--- config.mk ---
export PLATFORM = sky130hd
export DESIGN_NAME = mmu_split10_dispatch
export DESIGN_NICKNAME = d
export VERILOG_FILES = /design/src/rtl/mmu_split_pkg.sv /design/src/rtl/mmu_sync_fifo.sv /design/src/rtl/mmu_split10_dispatch.sv
export SDC_FILE = /design/constraint.sdc
export NUM_CORES = 1
export LEC_CHECK = 0
export ABC_AREA = 1
export CAP_MARGIN = 25
export CORE_AREA = 4 4 381 383
export CTS_BUF_LIST = sky130_fd_sc_hd__clkbuf_2 sky130_fd_sc_hd__clkbuf_4 sky130_fd_sc_hd__clkbuf_8
export CTS_CLUSTER_DIAMETER = 50
export DETAILED_ROUTE_END_ITERATION = 8
export DIE_AREA = 0 0 385 387
export GPL_ROUTABILITY_DRIVEN = 0
export GPL_TIMING_DRIVEN = 0
export HOLD_SLACK_MARGIN = 0.15
export PLACE_DENSITY_LB_ADDON = 0.25
export SLEW_MARGIN = 15
export SYNTH_ARGS = -nofsm -noshare
export SYNTH_HDL_FRONTEND = slang
export SYNTH_SLANG_ARGS = --single-unit
--- constraint.sdc ---
create_clock -name clk -period 6.75 [get_ports clk]
set_clock_uncertainty 0.1 [all_clocks]
set_input_delay 1.35 -clock clk [delete_from_list [all_inputs] [get_ports clk]]
set_output_delay 1.35 -clock clk [all_outputs]
set_load 0.02 [all_outputs]
--- src/rtl/mmu_split_pkg.sv ---
// Shared constants and helpers for the MMU split/dispatch path.
// Provides default port count, word and destination widths, a constant
// clog2, and the offset helper used to address a port's flattened data slice.
package mmu_split_pkg;

    localparam int unsigned NumPortsDef    = 10;
    localparam int unsigned DataWidthDef   = 88;
    localparam int unsigned DestWDef       = 4;
    // Default distance between consecutive port slices in a flattened bus.
    localparam int unsigned SliceStrideDef = DataWidthDef;

    function automatic int unsigned clog2(input int unsigned value);
        int unsigned res;
        int unsigned acc;
        res = 0;
        acc = 1;
        while (acc < value) begin
            acc = acc << 1;
            res = res + 1;
        end
        return res;
    endfunction

    // Lowest bit of slice `k` in a bus of `stride`-wide slices.
    function automatic int unsigned slice_lsb(input int unsigned k, input int unsigned stride);
        return k * stride;
    endfunction

endpackage

--- src/rtl/mmu_sync_fifo.sv ---
// Synchronous FIFO used as the dispatcher input buffer.
// Ports:
//   clk_i   - clock, rising edge
//   rst_i   - synchronous active-high reset (empties the FIFO)
//   push_i  - write data_i this cycle (caller guarantees !full_o or pop_i)
//   pop_i   - drop the head entry this cycle (caller guarantees !empty_o)
//   data_i  - write data
//   head_o  - registered head entry, valid when !empty_o
//   full_o  - FIFO_DEPTH entries held
//   empty_o - no entries held
module mmu_sync_fifo
    import mmu_split_pkg::*;
#(
    parameter int unsigned DATA_WIDTH = DataWidthDef,
    parameter int unsigned FIFO_DEPTH = 2
) (
    input  logic                  clk_i,
    input  logic                  rst_i,
    input  logic                  push_i,
    input  logic                  pop_i,
    input  logic [DATA_WIDTH-1:0] data_i,
    output logic [DATA_WIDTH-1:0] head_o,
    output logic                  full_o,
    output logic                  empty_o
);

    localparam int unsigned PtrW = clog2(FIFO_DEPTH);
    localparam int unsigned CntW = PtrW + 1;

    logic [DATA_WIDTH-1:0] mem_q [FIFO_DEPTH];
    logic [PtrW-1:0]       wr_ptr_q, wr_ptr_d;
    logic [PtrW-1:0]       rd_ptr_q, rd_ptr_d;
    logic [CntW-1:0]       count_q, count_d;

    assign head_o  = mem_q[rd_ptr_q];
    assign full_o  = (count_q == CntW'(FIFO_DEPTH));
    assign empty_o = (count_q == '0);

    // Pointers are PtrW bits wide and FIFO_DEPTH is a power of two, so the
    // natural overflow gives the modulo wrap.
    always_comb begin
        wr_ptr_d = wr_ptr_q;
        rd_ptr_d = rd_ptr_q;
        count_d  = count_q;
        if (push_i) begin
            wr_ptr_d = wr_ptr_q + PtrW'(1);
        end
        if (pop_i) begin
            rd_ptr_d = rd_ptr_q + PtrW'(1);
        end
        if (push_i && !pop_i) begin
            count_d = count_q + CntW'(1);
        end else if (!push_i && pop_i) begin
            count_d = count_q - CntW'(1);
        end
    end

    always_ff @(posedge clk_i) begin
        if (rst_i) begin
            wr_ptr_q <= '0;
            rd_ptr_q <= '0;
            count_q  <= '0;
        end else begin
            wr_ptr_q <= wr_ptr_d;
            rd_ptr_q <= rd_ptr_d;
            count_q  <= count_d;
        end
    end

    // Storage needs no reset; only entries below count_q are ever read.
    always_ff @(posedge clk_i) begin
        if (push_i) begin
            mem_q[wr_ptr_q] <= data_i;
        end
    end

endmodule

--- src/rtl/mmu_split10_dispatch.sv ---
// 1-to-NUM_PORTS in-order dispatcher with pulse credit handshakes.
// Ports:
//   clk, rst    - clock and synchronous active-high reset
//   i_drive     - upstream word valid pulse, data on i_data
//   o_free      - pulse: one input slot released (one upstream credit back)
//   o_drive     - per-port pulse: new word on that port's o_data slice
//   o_data      - flattened port data, port k at [k*DATA_WIDTH +: DATA_WIDTH]
//   i_free      - per-port pulse: port consumed its word (credit back)
//   o_err_route - pulse: head word with out-of-range dest was discarded
//   o_err_proto - sticky: overflow push or free of an already-held credit
module mmu_split10_dispatch
    import mmu_split_pkg::*;
#(
    parameter int unsigned NUM_PORTS  = NumPortsDef,
    parameter int unsigned DATA_WIDTH = DataWidthDef,
    parameter int unsigned DEST_LSB   = 0,
    parameter int unsigned DEST_W     = DestWDef,
    parameter int unsigned FIFO_DEPTH = 2
) (
    input  logic                            clk,
    input  logic                            rst,
    input  logic                            i_drive,
    input  logic [DATA_WIDTH-1:0]           i_data,
    output logic                            o_free,
    output logic [NUM_PORTS-1:0]            o_drive,
    output logic [NUM_PORTS*DATA_WIDTH-1:0] o_data,
    input  logic [NUM_PORTS-1:0]            i_free,
    output logic                            o_err_route,
    output logic                            o_err_proto
);

    logic [DATA_WIDTH-1:0]           head;
    logic                            full, empty;
    logic [DEST_W-1:0]               dest;
    logic                            dest_ok;
    logic [NUM_PORTS-1:0]            disp_vec;
    logic                            discard, pop, push, drop;

    logic [NUM_PORTS-1:0]            credit_q, credit_d;
    logic [NUM_PORTS-1:0]            drive_q;
    logic [NUM_PORTS*DATA_WIDTH-1:0] data_q, data_d;
    logic                            free_q, err_route_q;
    logic                            err_proto_q, err_proto_d;

    mmu_sync_fifo #(
        .DATA_WIDTH (DATA_WIDTH),
        .FIFO_DEPTH (FIFO_DEPTH)
    ) u_fifo (
        .clk_i   (clk),
        .rst_i   (rst),
        .push_i  (push),
        .pop_i   (pop),
        .data_i  (i_data),
        .head_o  (head),
        .full_o  (full),
        .empty_o (empty)
    );

    assign dest    = head[DEST_LSB +: DEST_W];
    assign dest_ok = (32'(dest) < NUM_PORTS);

    always_comb begin
        disp_vec = '0;
        for (int unsigned k = 0; k < NUM_PORTS; k++) begin
            if (!empty && (32'(dest) == k) && credit_q[k]) begin
                disp_vec[k] = 1'b1;
            end
        end
        discard = !empty && !dest_ok;
        pop     = (|disp_vec) || discard;
        // A full FIFO still accepts when the head leaves in the same cycle.
        push    = i_drive && (!full || pop);
        drop    = i_drive && full && !pop;
    end

    always_comb begin
        credit_d = credit_q;
        data_d   = data_q;
        for (int unsigned k = 0; k < NUM_PORTS; k++) begin
            // Dispatch wins over a same-cycle free; that free is flagged below.
            if (disp_vec[k]) begin
                credit_d[k] = 1'b0;
                data_d[slice_lsb(k, DATA_WIDTH) +: DATA_WIDTH] = head;
            end else if (i_free[k]) begin
                credit_d[k] = 1'b1;
            end
        end
        err_proto_d = err_proto_q || drop || (|(i_free & credit_q));
    end

    always_ff @(posedge clk) begin
        if (rst) begin
            credit_q    <= '1;
            drive_q     <= '0;
            data_q      <= '0;
            free_q      <= 1'b0;
            err_route_q <= 1'b0;
            err_proto_q <= 1'b0;
        end else begin
            credit_q    <= credit_d;
            drive_q     <= disp_vec;
            data_q      <= data_d;
            free_q      <= pop;
            err_route_q <= discard;
            err_proto_q <= err_proto_d;
        end
    end

    assign o_drive     = drive_q;
    assign o_data      = data_q;
    assign o_free      = free_q;
    assign o_err_route = err_route_q;
    assign o_err_proto = err_proto_q;

endmodule

==> impl_summary.txt, run 1 <==
----------------------------------------------------
[Cells and area]
  Most frequent cells in the layout ... sky130_fd_sc_hd__nor2_1, sky130_fd_sc_hd__clkdlybuf4s50_1, sky130_fd_sc_hd__dfxtp_1
  Most common library cell in the layout ignoring fill and taps ... sky130_fd_sc_hd__nor2_1
  Layout net count ... 5702
  Post-route cell area ... 54100 um2
  Area grow syn2layout ... 45.0%
  Fraction of final layout cells sized beyond drive strength 1 ... 8.25%
  Fill cell total of the finished layout ... 14563

[Routing]
  First-pass detailed-route iteration total ... 6
  DRC viols ... 0
  Routed wire per std cell ... 25.5 um
  DRT iter0 DRCs ... 2658
  Count of nets left with antenna violations after detail routing ... 0
  Via count ... 35768
  Total wire length ... 196000 um
  Vias per cell ... 4.67

[Placed design]
  Instance area after placement ... 50000 um2
  Detail Placement HPWL ... 146000 um
  Number of buffer cells added on primary ports ... 993
  Worst slack after detailed placement ... 2.37 ns

[Global route]
  Largest net degree at the start of global routing ... 50
  Wire length of the first global-routing pass ... 265000 um
  Via count of the first global-routing pass ... 33944
  Number of antenna violations at the first check in global routing ... 38
  Total global routing track utilization ... 25.2%
  Total overflow reported by the global router ... 0

[Power]
  Clock network fraction of total power ... 34.0%
  Ratio of total power to cell area ... 351 nW/um2
  Seq pwr share ... 39.8%
  Static leakage ... 19.3 nW
  Total power ... 19.0 mW
  Proportion of power drawn by combinational gates ... 26.1%
  Worst vdd rail ir drop ... 0.164 mV
  Internal power ... 12.3 mW
  Switching portion of total power ... 35.2%
  Net Switching ... 6.67 mW

[Worst setup path]
  Worst setup path category ... register to register
  Number of cells on the worst reg-to-reg path ... 13
  Worst path arrival time ... 4.13 ns
  Sort of element at the end of the critical path ... register
  Data required time at the worst endpoint ... 7.25 ns
  Startpoint type of the worst setup path ... register
  Crit path max fanout ... 23

[Floorplanning]
  Chip width ... 385 um
  Core region area ... 141000 um2
  Num ports ... 994
  Standard-cell rows ... 138
  Die Ht ... 387 um
  Starting density of the core ... 26.4%
  Full die area ... 149000 um2

[Clock network]
  CTS Sinks ... 1084
  H-tree levels ... 4
  Post-CTS Repair Setup Buffers ... 0
  CTS Root Buffer Type ... sky130_fd_sc_hd__clkbuf_8
  Maximum clock insertion buffer count ... 3
  Worst-skew pair later-pin latency ... 0.92 ns
  CTS tree ... built
  Number of gates resized after CTS ... 0
  CTS Buf Count ... 189
  Number of buffers added to fix hold violations after cts ... 0
  Clock input transition at the sequential cells of the worst setup and hold paths ... 0.06 ns

[Min path]
  Classification of the worst-slack hold path ... register to register
  Instance count along the most critical hold path ... 2

[Logic synthesis]
  Mean post-synth cell area ... 8.47 um2
  Synth top area share ... 48.7%
  Portion of the post-synthesis area used by sequential elements ... 62.9%
  Cells after synthesis ... 4400
  Count of unique library cells instantiated by Yosys ... 27
  Ys Warns ... 0
  Syn_nets ... 4502
  Synthesized cell area ... 37300 um2
  Synth area leaders ... sky130_fd_sc_hd__dfxtp_1, sky130_fd_sc_hd__edfxtp_1, sky130_fd_sc_hd__nor2_1
  Biggest area consumer among synthesized cells ... sky130_fd_sc_hd__dfxtp_1
  Number of register bits inferred by synthesis ... 1084

[Flow run]
  Max-cap violations ... 0

[STA]
  Final count of negative-setup-slack endpoints ... 0
  Total negative slack ... 0 ns
  Timing-limited maximum frequency ... 0.276 GHz
  Relative slew slack ... 26.2%
  RSZ-0062 raised after global routing ... no
  Share of the cycle needed by the critical path after routing ... 53.8%
  Number of max-slew violations in the final report ... 0
  Pin slew with the least headroom to its limit ... 1.11 ns
  Setup slack of the critical path after layout ... 3.12 ns
  Worst hold slack ... 0.340 ns
  Total count of hold-check failures in the final report ... 0
  Time the final worst path needs with I/O delays and setup ... 3.63 ns

[Status]
  Status ... finished clean

----------------------------------------------------
-- final cells by class --
class	instances	area, um2	area share, %
Antenna cell	27	67.6	0.125
Sequential cell	1084	23500	43.4
Tap cell	1890	2360	4.37
Buffer	299	1330	2.46
Timing Repair Buffer	1009	10300	19.0
Multi-Input combinational cell	2970	12300	22.8
Clock buffer	306	3720	6.87
Inverter	47	181	0.335
Clock inverter	32	320	0.592
-- path summary, 6_finish.rpt --
kind / from / to / slack (ns)
worst max-delay path: register / u_fifo.mem_q[0][43]$_DFFE_PP_ / 3.12
worst min-delay path: o_data[267]$_SDFFE_PP0P_ / o_data[267]$_SDFFE_PP0P_ / 0.34
worst max register to register: register / u_fifo.mem_q[0][43]$_DFFE_PP_ / 3.12
worst min register to register: o_data[267]$_SDFFE_PP0P_ / o_data[267]$_SDFFE_PP0P_ / 0.34
-- per-layer routing --
| layer | track usage [%] | vias up | part of all wire [%] |
|---|---|---|---|
| li1 | - | 16640 | - |
| met3 | 7.66 | 358 | 9.1 |
| met4 | 11.3 | 12 | 4.5 |
| met5 | 0 | - | 0.043 |
| met2 | 42.5 | 1577 | 48 |
| met1 | 29.4 | 17181 | 39 |
-- cells by family after synthesis --
family,Yosys count,synth area share [%]
compound gates,865,11.7
fa+ha+maj,1,0.0335
buf+inv,346,4.01
flops,1084,62.9
simple gates,2104,21.4
-- critical path: stages (launching register included) --
cell and delay [ns]:
sky130_fd_sc_hd__dfxtp_1 0.37, sky130_fd_sc_hd__buf_4 0.18, sky130_fd_sc_hd__nand2_1 0.06, sky130_fd_sc_hd__nand2_1 0.13, sky130_fd_sc_hd__nand3_1 0.13, sky130_fd_sc_hd__nor2_4 0.77, sky130_fd_sc_hd__nor2_1 0.11, sky130_fd_sc_hd__nand2_1 0.09
sky130_fd_sc_hd__nor2_1 0.06, sky130_fd_sc_hd__nand3_1 0.11, sky130_fd_sc_hd__nand2_1 0.12, sky130_fd_sc_hd__nor2_4 0.52, sky130_fd_sc_hd__buf_12 0.27, sky130_fd_sc_hd__buf_12 0.21
-- sequential cells by signal, summed over array words and instances, names as in the netlist, 2 cells and up, named ones only --
register / flops
o_data: 880
o_drive: 10
u_fifo.mem_q: 176
credit_q: 10
u_fifo.count_q: 2
-- through the flow --
| stage | utilization (%) | cells |
|---|---|---|
| floorplan | - | 4400 |
| global placement | 35.1 | 7283 |
| detailed placement | 35.3 | 7298 |
| CTS | 38.2 | 7636 |
| global route | 38.2 | 7653 |
| finish | 38.2 | 7664 |
-- synth_stat cells --
cell type,instances
sky130_fd_sc_hd__nor2_1,1254
sky130_fd_sc_hd__buf_1,9
sky130_fd_sc_hd__nor3_1,3
sky130_fd_sc_hd__nand2_2,4
sky130_fd_sc_hd__o21a_1,2
sky130_fd_sc_hd__nand3_1,7
sky130_fd_sc_hd__nand2_1,828
sky130_fd_sc_hd__and3_1,1
sky130_fd_sc_hd__edfxtp_1,176
sky130_fd_sc_hd__a211oi_1,1
sky130_fd_sc_hd__buf_2,70
sky130_fd_sc_hd__dfxtp_1,908
sky130_fd_sc_hd__o31ai_1,4
sky130_fd_sc_hd__o21ai_0,568
sky130_fd_sc_hd__o21ai_1,27
sky130_fd_sc_hd__a22o_1,1
sky130_fd_sc_hd__nand4_1,2
sky130_fd_sc_hd__clkbuf_1,191
sky130_fd_sc_hd__nor2_2,1
sky130_fd_sc_hd__nand3_4,1
sky130_fd_sc_hd__buf_4,29
sky130_fd_sc_hd__ha_1,1
sky130_fd_sc_hd__a21oi_1,261
sky130_fd_sc_hd__a31oi_1,1
sky130_fd_sc_hd__inv_1,36
sky130_fd_sc_hd__inv_2,11
sky130_fd_sc_hd__nor2_4,3
-- power groups by stage --
stage | logic (mW) | clock network [mW] | registers (mW)
floorplan | 1.68 | 0 | 8.22
global placement | 4.89 | 0 | 7.71
CTS | 4.99 | 6.58 | 7.56
finish | 4.95 | 6.46 | 7.56
global route | 5.28 | 6.88 | 7.62
detailed placement | 4.98 | 0 | 7.69
Note: power is estimated with default switching activity, not from simulation.
==> inputs of run 2 (changes only) <==
==> constraint.sdc (replaced) <==
create_clock -name clk -period 3.3 [get_ports clk]
set_clock_uncertainty 0.1 [all_clocks]
set_input_delay 0.66 -clock clk [delete_from_list [all_inputs] [get_ports clk]]
set_output_delay 0.66 -clock clk [all_outputs]
set_load 0.02 [all_outputs]
==> impl_summary.txt, run 2 (same netlist as run 1, synthesis figures left out) <==
----------------------------------------------------
[STA]
  RSZ-0062 raised after global routing ... no
  Total count of hold-check failures in the final report ... 0
  Timing-limited maximum frequency ... 0.321 GHz
  Number of max-slew violations in the final report ... 0
  Share of the cycle needed by the critical path after routing ... 94.4%
  Relative slew slack ... 29.2%
  Setup slack of the critical path after layout ... 0.184 ns
  Final count of negative-setup-slack endpoints ... 0
  Time the final worst path needs with I/O delays and setup ... 3.12 ns
  Pin slew with the least headroom to its limit ... 1.06 ns

[Routing]
  Total wire length ... 197000 um
  Routed wire per std cell ... 25.5 um
  First-pass detailed-route iteration total ... 5
  DRC viols ... 0
  Via count ... 35971
  DRT iter0 DRCs ... 2749
  Vias per cell ... 4.65
  Count of nets left with antenna violations after detail routing ... 0

[Min path]
  Classification of the worst-slack hold path ... input port to register
  Min-Delay Endpoint ... u_fifo.mem_q[1][5]$_DFFE_PP_
  Instance count along the most critical hold path ... 1
  Min-Delay Startpoint ... i_data[5]

[Cells and area]
  Multi-input logic area ... 12300 um2
  Area grow syn2layout ... 46.9%
  Number of flip-flops in the largest register ... 880
  Layout net count ... 5774
  Final Instance Count excl. Fillers ... 7740
  Utilization after layout ... 38.7%
  Combined flip-flop and latch cell area ... 23500 um2
  Fraction of final layout cells sized beyond drive strength 1 ... 8.38%
  Most frequent cells in the layout ... sky130_fd_sc_hd__nor2_1, sky130_fd_sc_hd__clkdlybuf4s50_1, sky130_fd_sc_hd__dfxtp_1
  Most common library cell in the layout ignoring fill and taps ... sky130_fd_sc_hd__nor2_1
  Fill cell total of the finished layout ... 14497

[Clock network]
  CTS Buf Count ... 191
  Clock input transition at the sequential cells of the worst setup and hold paths ... 0.06 ns
  CTS Root Buffer Type ... sky130_fd_sc_hd__clkbuf_8
  CTS Sinks ... 1084
  H-tree levels ... 4
  Maximum clock insertion buffer count ... 3
  CTS tree ... built
  Worst-skew pair later-pin latency ... 0.91 ns

[Global route]
  Largest net degree at the start of global routing ... 28
  Total global routing track utilization ... 25.5%
  Total overflow reported by the global router ... 0
  Number of antenna violations at the first check in global routing ... 29
  Via count of the first global-routing pass ... 34204
  Wire length of the first global-routing pass ... 267000 um

[Power]
  Switching portion of total power ... 35.4%
  Net Switching ... 13.8 mW
  Ratio of total power to cell area ... 711 nW/um2
  Proportion of power drawn by combinational gates ... 26.4%
  Clock network fraction of total power ... 33.9%
  Internal power ... 25.2 mW
  Seq pwr share ... 39.7%
  Total power ... 38.9 mW
  Static leakage ... 19.6 nW
  Worst vdd rail ir drop ... 0.316 mV

[Placed design]
  Placed instance count ... 7299
  Worst slack after detailed placement ... -0.742 ns
  Number of buffer cells added on primary ports ... 993
  Detail Placement HPWL ... 146000 um

[Worst setup path]
  Data required time at the worst endpoint ... 4.02 ns
  Sort of element at the end of the critical path ... register
  Minimum setup slack among reg-to-reg paths ... 0.32 ns
  Crit path max fanout ... 10
  Worst path arrival time ... 3.84 ns
  Startpoint type of the worst setup path ... input port
  Worst R2R End ... u_fifo.mem_q[0][43]$_DFFE_PP_
  Worst setup path category ... input port to register
  Number of cells on the worst reg-to-reg path ... 14

[Floorplanning]
  Standard-cell rows ... 138
  Full die area ... 149000 um2
  Starting density of the core ... 26.4%
  Die Ht ... 387 um
  Chip width ... 385 um
  Num ports ... 994
  Core region area ... 141000 um2

[Status]
  Status ... finished clean

[Flow run]
  Max-cap violations ... 0

----------------------------------------------------
==> run 2: cell count changes in the layout (fill, tap and decap cells not counted), moves of 2 or more <==
cell,previous run,this run
sky130_fd_sc_hd__buf_12,4,8
sky130_fd_sc_hd__buf_16,8,6
sky130_fd_sc_hd__inv_8,0,2
sky130_fd_sc_hd__clkinv_4,1,3
sky130_fd_sc_hd__clkinvlp_4,6,8
sky130_fd_sc_hd__clkinv_2,6,8
sky130_fd_sc_hd__buf_4,29,36
sky130_fd_sc_hd__buf_8,4,2
sky130_fd_sc_hd__dlygate4sd3_1,0,62
sky130_fd_sc_hd__inv_6,3,1
==> run 2: worst max-delay path: stages <==
cell and delay (ns):
sky130_fd_sc_hd__clkdlybuf4s50_1 0.56, sky130_fd_sc_hd__inv_1 0.17, sky130_fd_sc_hd__clkbuf_2 0.58, sky130_fd_sc_hd__clkbuf_2 0.61, sky130_fd_sc_hd__buf_16 0.23, sky130_fd_sc_hd__clkbuf_1 0.63
sky130_fd_sc_hd__o21ai_0 0.23, sky130_fd_sc_hd__nor2_1 0.13
==> run 2: through the flow <==
stage	setup TNS, ns	hold slack [ns]	area [um2]
global placement	-1116.47	0.330	49600
CTS	0	0.151	54700
detailed placement	-153.41	0.336	50000
finish	0	0.260	54800
global route	0	0.172	54700
floorplan	0	0.332	37300
==> run 2: area by class of cell <==
type	count	area share, %
Sequential cell	1084	42.8
Multi-Input combinational cell	2970	22.5
Timing Repair Buffer	1079	20.0
Clock buffer	306	6.78
Tap cell	1890	4.32
Buffer	299	2.43
Clock inverter	37	0.601
Inverter	47	0.329
Antenna cell	28	0.128
==> run 2: timing repair <==
item / in CTS / in global routing
endpoints found under the hold margin: 120 / 0
setup endpoints to repair: 152 / 0
resized for setup: 0 / 0
hold buffers: 62 / 0
buffers inserted: 8 / 0
==> run 2: per-layer routing <==
layer	GRT usage, %	wire [um]
met5	0	23
met4	10.5	7600
met2	43.2	95000
met3	7.69	17100
met1	29.8	77400
==> run 2: how the worst max path moves through the flow <==
stage	start	end	slack [ns]
final	rst	o_data[449]$_SDFFE_PP0P_	0.18
after global routing	register	o_data[848]$_SDFFE_PP0P_	0.13
after CTS	o_data[615]$_SDFFE_PP0P_	o_data[615]	0.19
after detailed placement	rst	o_data[205]$_SDFFE_PP0P_	-0.74
after global placement	rst	o_data[205]$_SDFFE_PP0P_	-2.17
after floorplan	register	u_fifo.mem_q[1][0]$_DFFE_PP_	0.15
==> run 2: power by group through the flow <==
| stage | registers, mW | logic (mW) | clock network (mW) |
|---|---|---|---|
| floorplan | 16.8 | 3.43 | 0 |
| global placement | 15.7 | 10.0 | 0 |
| detailed placement | 15.7 | 10.2 | 0 |
| CTS | 15.5 | 10.3 | 13.5 |
| global route | 15.6 | 10.9 | 14.0 |
| finish | 15.5 | 10.3 | 13.2 |
==> inputs of run 3 (changes only) <==
--- a/config.mk
+++ b/config.mk
@@ -16,6 +16,7 @@
 export GPL_TIMING_DRIVEN = 0
 export HOLD_SLACK_MARGIN = 0.15
 export PLACE_DENSITY_LB_ADDON = 0.25
+export SKIP_CTS_REPAIR_TIMING = 1
 export SLEW_MARGIN = 15
 export SYNTH_ARGS = -nofsm -noshare
 export SYNTH_HDL_FRONTEND = slang
==> impl_summary.txt, run 3 (same netlist as run 1, synthesis figures left out) <==
----------------------------------------------------
[Cells and area]
  Area grow syn2layout ... 45.3%
  Utilization after layout ... 38.3%
  Fraction of final layout cells sized beyond drive strength 1 ... 8.55%
  Layout net count ... 5718
  Fill cell total of the finished layout ... 14532
  Final Instance Count excl. Fillers ... 7681
  Post-route cell area ... 54200 um2
  Most frequent cells in the layout ... sky130_fd_sc_hd__nor2_1, sky130_fd_sc_hd__clkdlybuf4s50_1, sky130_fd_sc_hd__dfxtp_1
  Number of flip-flops in the largest register ... 880
  Most common library cell in the layout ignoring fill and taps ... sky130_fd_sc_hd__nor2_1
  Multi-input logic area ... 12300 um2
  Combined flip-flop and latch cell area ... 23500 um2

[Worst setup path]
  Crit path max fanout ... 10
  Worst path arrival time ... 3.79 ns
  Data required time at the worst endpoint ... 4.02 ns
  Startpoint type of the worst setup path ... input port
  Minimum setup slack among reg-to-reg paths ... 0.30 ns
  Worst setup path category ... input port to register
  Sort of element at the end of the critical path ... register

[Placed design]
  Number of buffer cells added on primary ports ... 993
  Placed instance count ... 7299
  Instance area after placement ... 50000 um2
  Worst slack after detailed placement ... -0.742 ns
  Detail Placement HPWL ... 146000 um

[Global route]
  Number of antenna violations at the first check in global routing ... 35
  Total global routing track utilization ... 25.4%
  Total overflow reported by the global router ... 0
  Largest net degree at the start of global routing ... 28
  Wire length of the first global-routing pass ... 266000 um
  Via count of the first global-routing pass ... 33740

[Clock network]
  H-tree levels ... 4
  Maximum clock insertion buffer count ... 3
  CTS Root Buffer Type ... sky130_fd_sc_hd__clkbuf_8
  CTS Sinks ... 1084
  Worst-skew pair later-pin latency ... 0.91 ns
  CTS tree ... built
  Clock input transition at the sequential cells of the worst setup and hold paths ... 0.06 ns
  CTS Buf Count ... 191

[Floorplanning]
  Starting density of the core ... 26.4%
  Chip width ... 385 um
  Core region area ... 141000 um2
  Full die area ... 149000 um2
  Num ports ... 994
  Standard-cell rows ... 138
  Die Ht ... 387 um

[STA]
  Number of max-slew violations in the final report ... 0
  Share of the cycle needed by the critical path after routing ... 93.2%
  Timing-limited maximum frequency ... 0.325 GHz
  Pin slew with the least headroom to its limit ... 1.10 ns
  Relative slew slack ... 26.7%
  Total negative slack ... 0 ns
  Time the final worst path needs with I/O delays and setup ... 3.07 ns
  RSZ-0062 raised after global routing ... no
  Final count of negative-setup-slack endpoints ... 0
  Total count of hold-check failures in the final report ... 0
  Worst hold slack ... 0.228 ns
  Setup slack of the critical path after layout ... 0.226 ns

[Flow run]
  Max-cap violations ... 0

[Power]
  Proportion of power drawn by combinational gates ... 26.2%
  Clock network fraction of total power ... 34.0%
  Ratio of total power to cell area ... 717 nW/um2
  Seq pwr share ... 39.8%
  Static leakage ... 19.4 nW
  Internal power ... 25.1 mW
  Net Switching ... 13.7 mW
  Total power ... 38.9 mW
  Switching portion of total power ... 35.4%
  Worst vdd rail ir drop ... 0.316 mV

[Routing]
  Routed wire per std cell ... 25.6 um
  Via count ... 35640
  Wire length on met3 ... 18100 um
  Count of nets left with antenna violations after detail routing ... 0
  First-pass detailed-route iteration total ... 5
  Routed metal-1 wire length ... 76300 um
  Total wire length ... 197000 um
  DRC viols ... 0
  Top Layer Used ... met5
  Wire length on met2 ... 94500 um
  Vias per cell ... 4.64
  DRT iter0 DRCs ... 2748

[Status]
  Status ... finished clean

[Min path]
  Classification of the worst-slack hold path ... input port to register

----------------------------------------------------
## run 3: power by group through the flow
| stage | logic [mW] | registers [mW] | clock network, mW |
|---|---|---|---|
| after floorplan | 3.43 | 16.8 | 0 |
| after global placement | 10.0 | 15.7 | 0 |
| after detailed placement | 10.2 | 15.7 | 0 |
| after CTS | 10.2 | 15.5 | 13.5 |
| after global routing | 10.8 | 15.6 | 14.1 |
| final | 10.2 | 15.5 | 13.2 |
## run 3: critical path, stage by stage
cell and delay, ns:
sky130_fd_sc_hd__clkdlybuf4s50_1 0.55, sky130_fd_sc_hd__inv_1 0.17, sky130_fd_sc_hd__clkbuf_2 0.57, sky130_fd_sc_hd__clkbuf_2 0.60, sky130_fd_sc_hd__buf_16 0.23, sky130_fd_sc_hd__clkbuf_1 0.61, sky130_fd_sc_hd__o21ai_0 0.23, sky130_fd_sc_hd__nor2_1 0.13
## run 3: path summary, 6_finish.rpt
check                      startpoint  cells past startpoint                             to
min reg2reg  o_data[266]$_SDFFE_PP0P_                      2       o_data[266]$_SDFFE_PP0P_
max reg2reg                  register                      7       o_data[162]$_SDFFE_PP0P_
min                        i_data[35]                      1  u_fifo.mem_q[0][35]$_DFFE_PP_
max                               rst                      8       o_data[449]$_SDFFE_PP0P_
## run 3: area by class of cell
class | instances | share of cell area [%]
flip-flops and latches | 1084 | 43.3
diodes | 25 | 0.115
multi-input cells | 2970 | 22.8
inverters | 47 | 0.333
repair buffers | 1023 | 19.2
clock inverters | 37 | 0.607
clock buffers | 306 | 6.85
well taps | 1890 | 4.36
plain buffers | 299 | 2.45
## run 3: routing by layer
| layer | vias to the layer above | GRT usage (%) |
|---|---|---|
| li1 | 16641 | - |
| met1 | 17163 | 29.5 |
| met2 | 1509 | 43.1 |
| met3 | 319 | 7.94 |
| met4 | 8 | 10.4 |
| met5 | - | 0 |
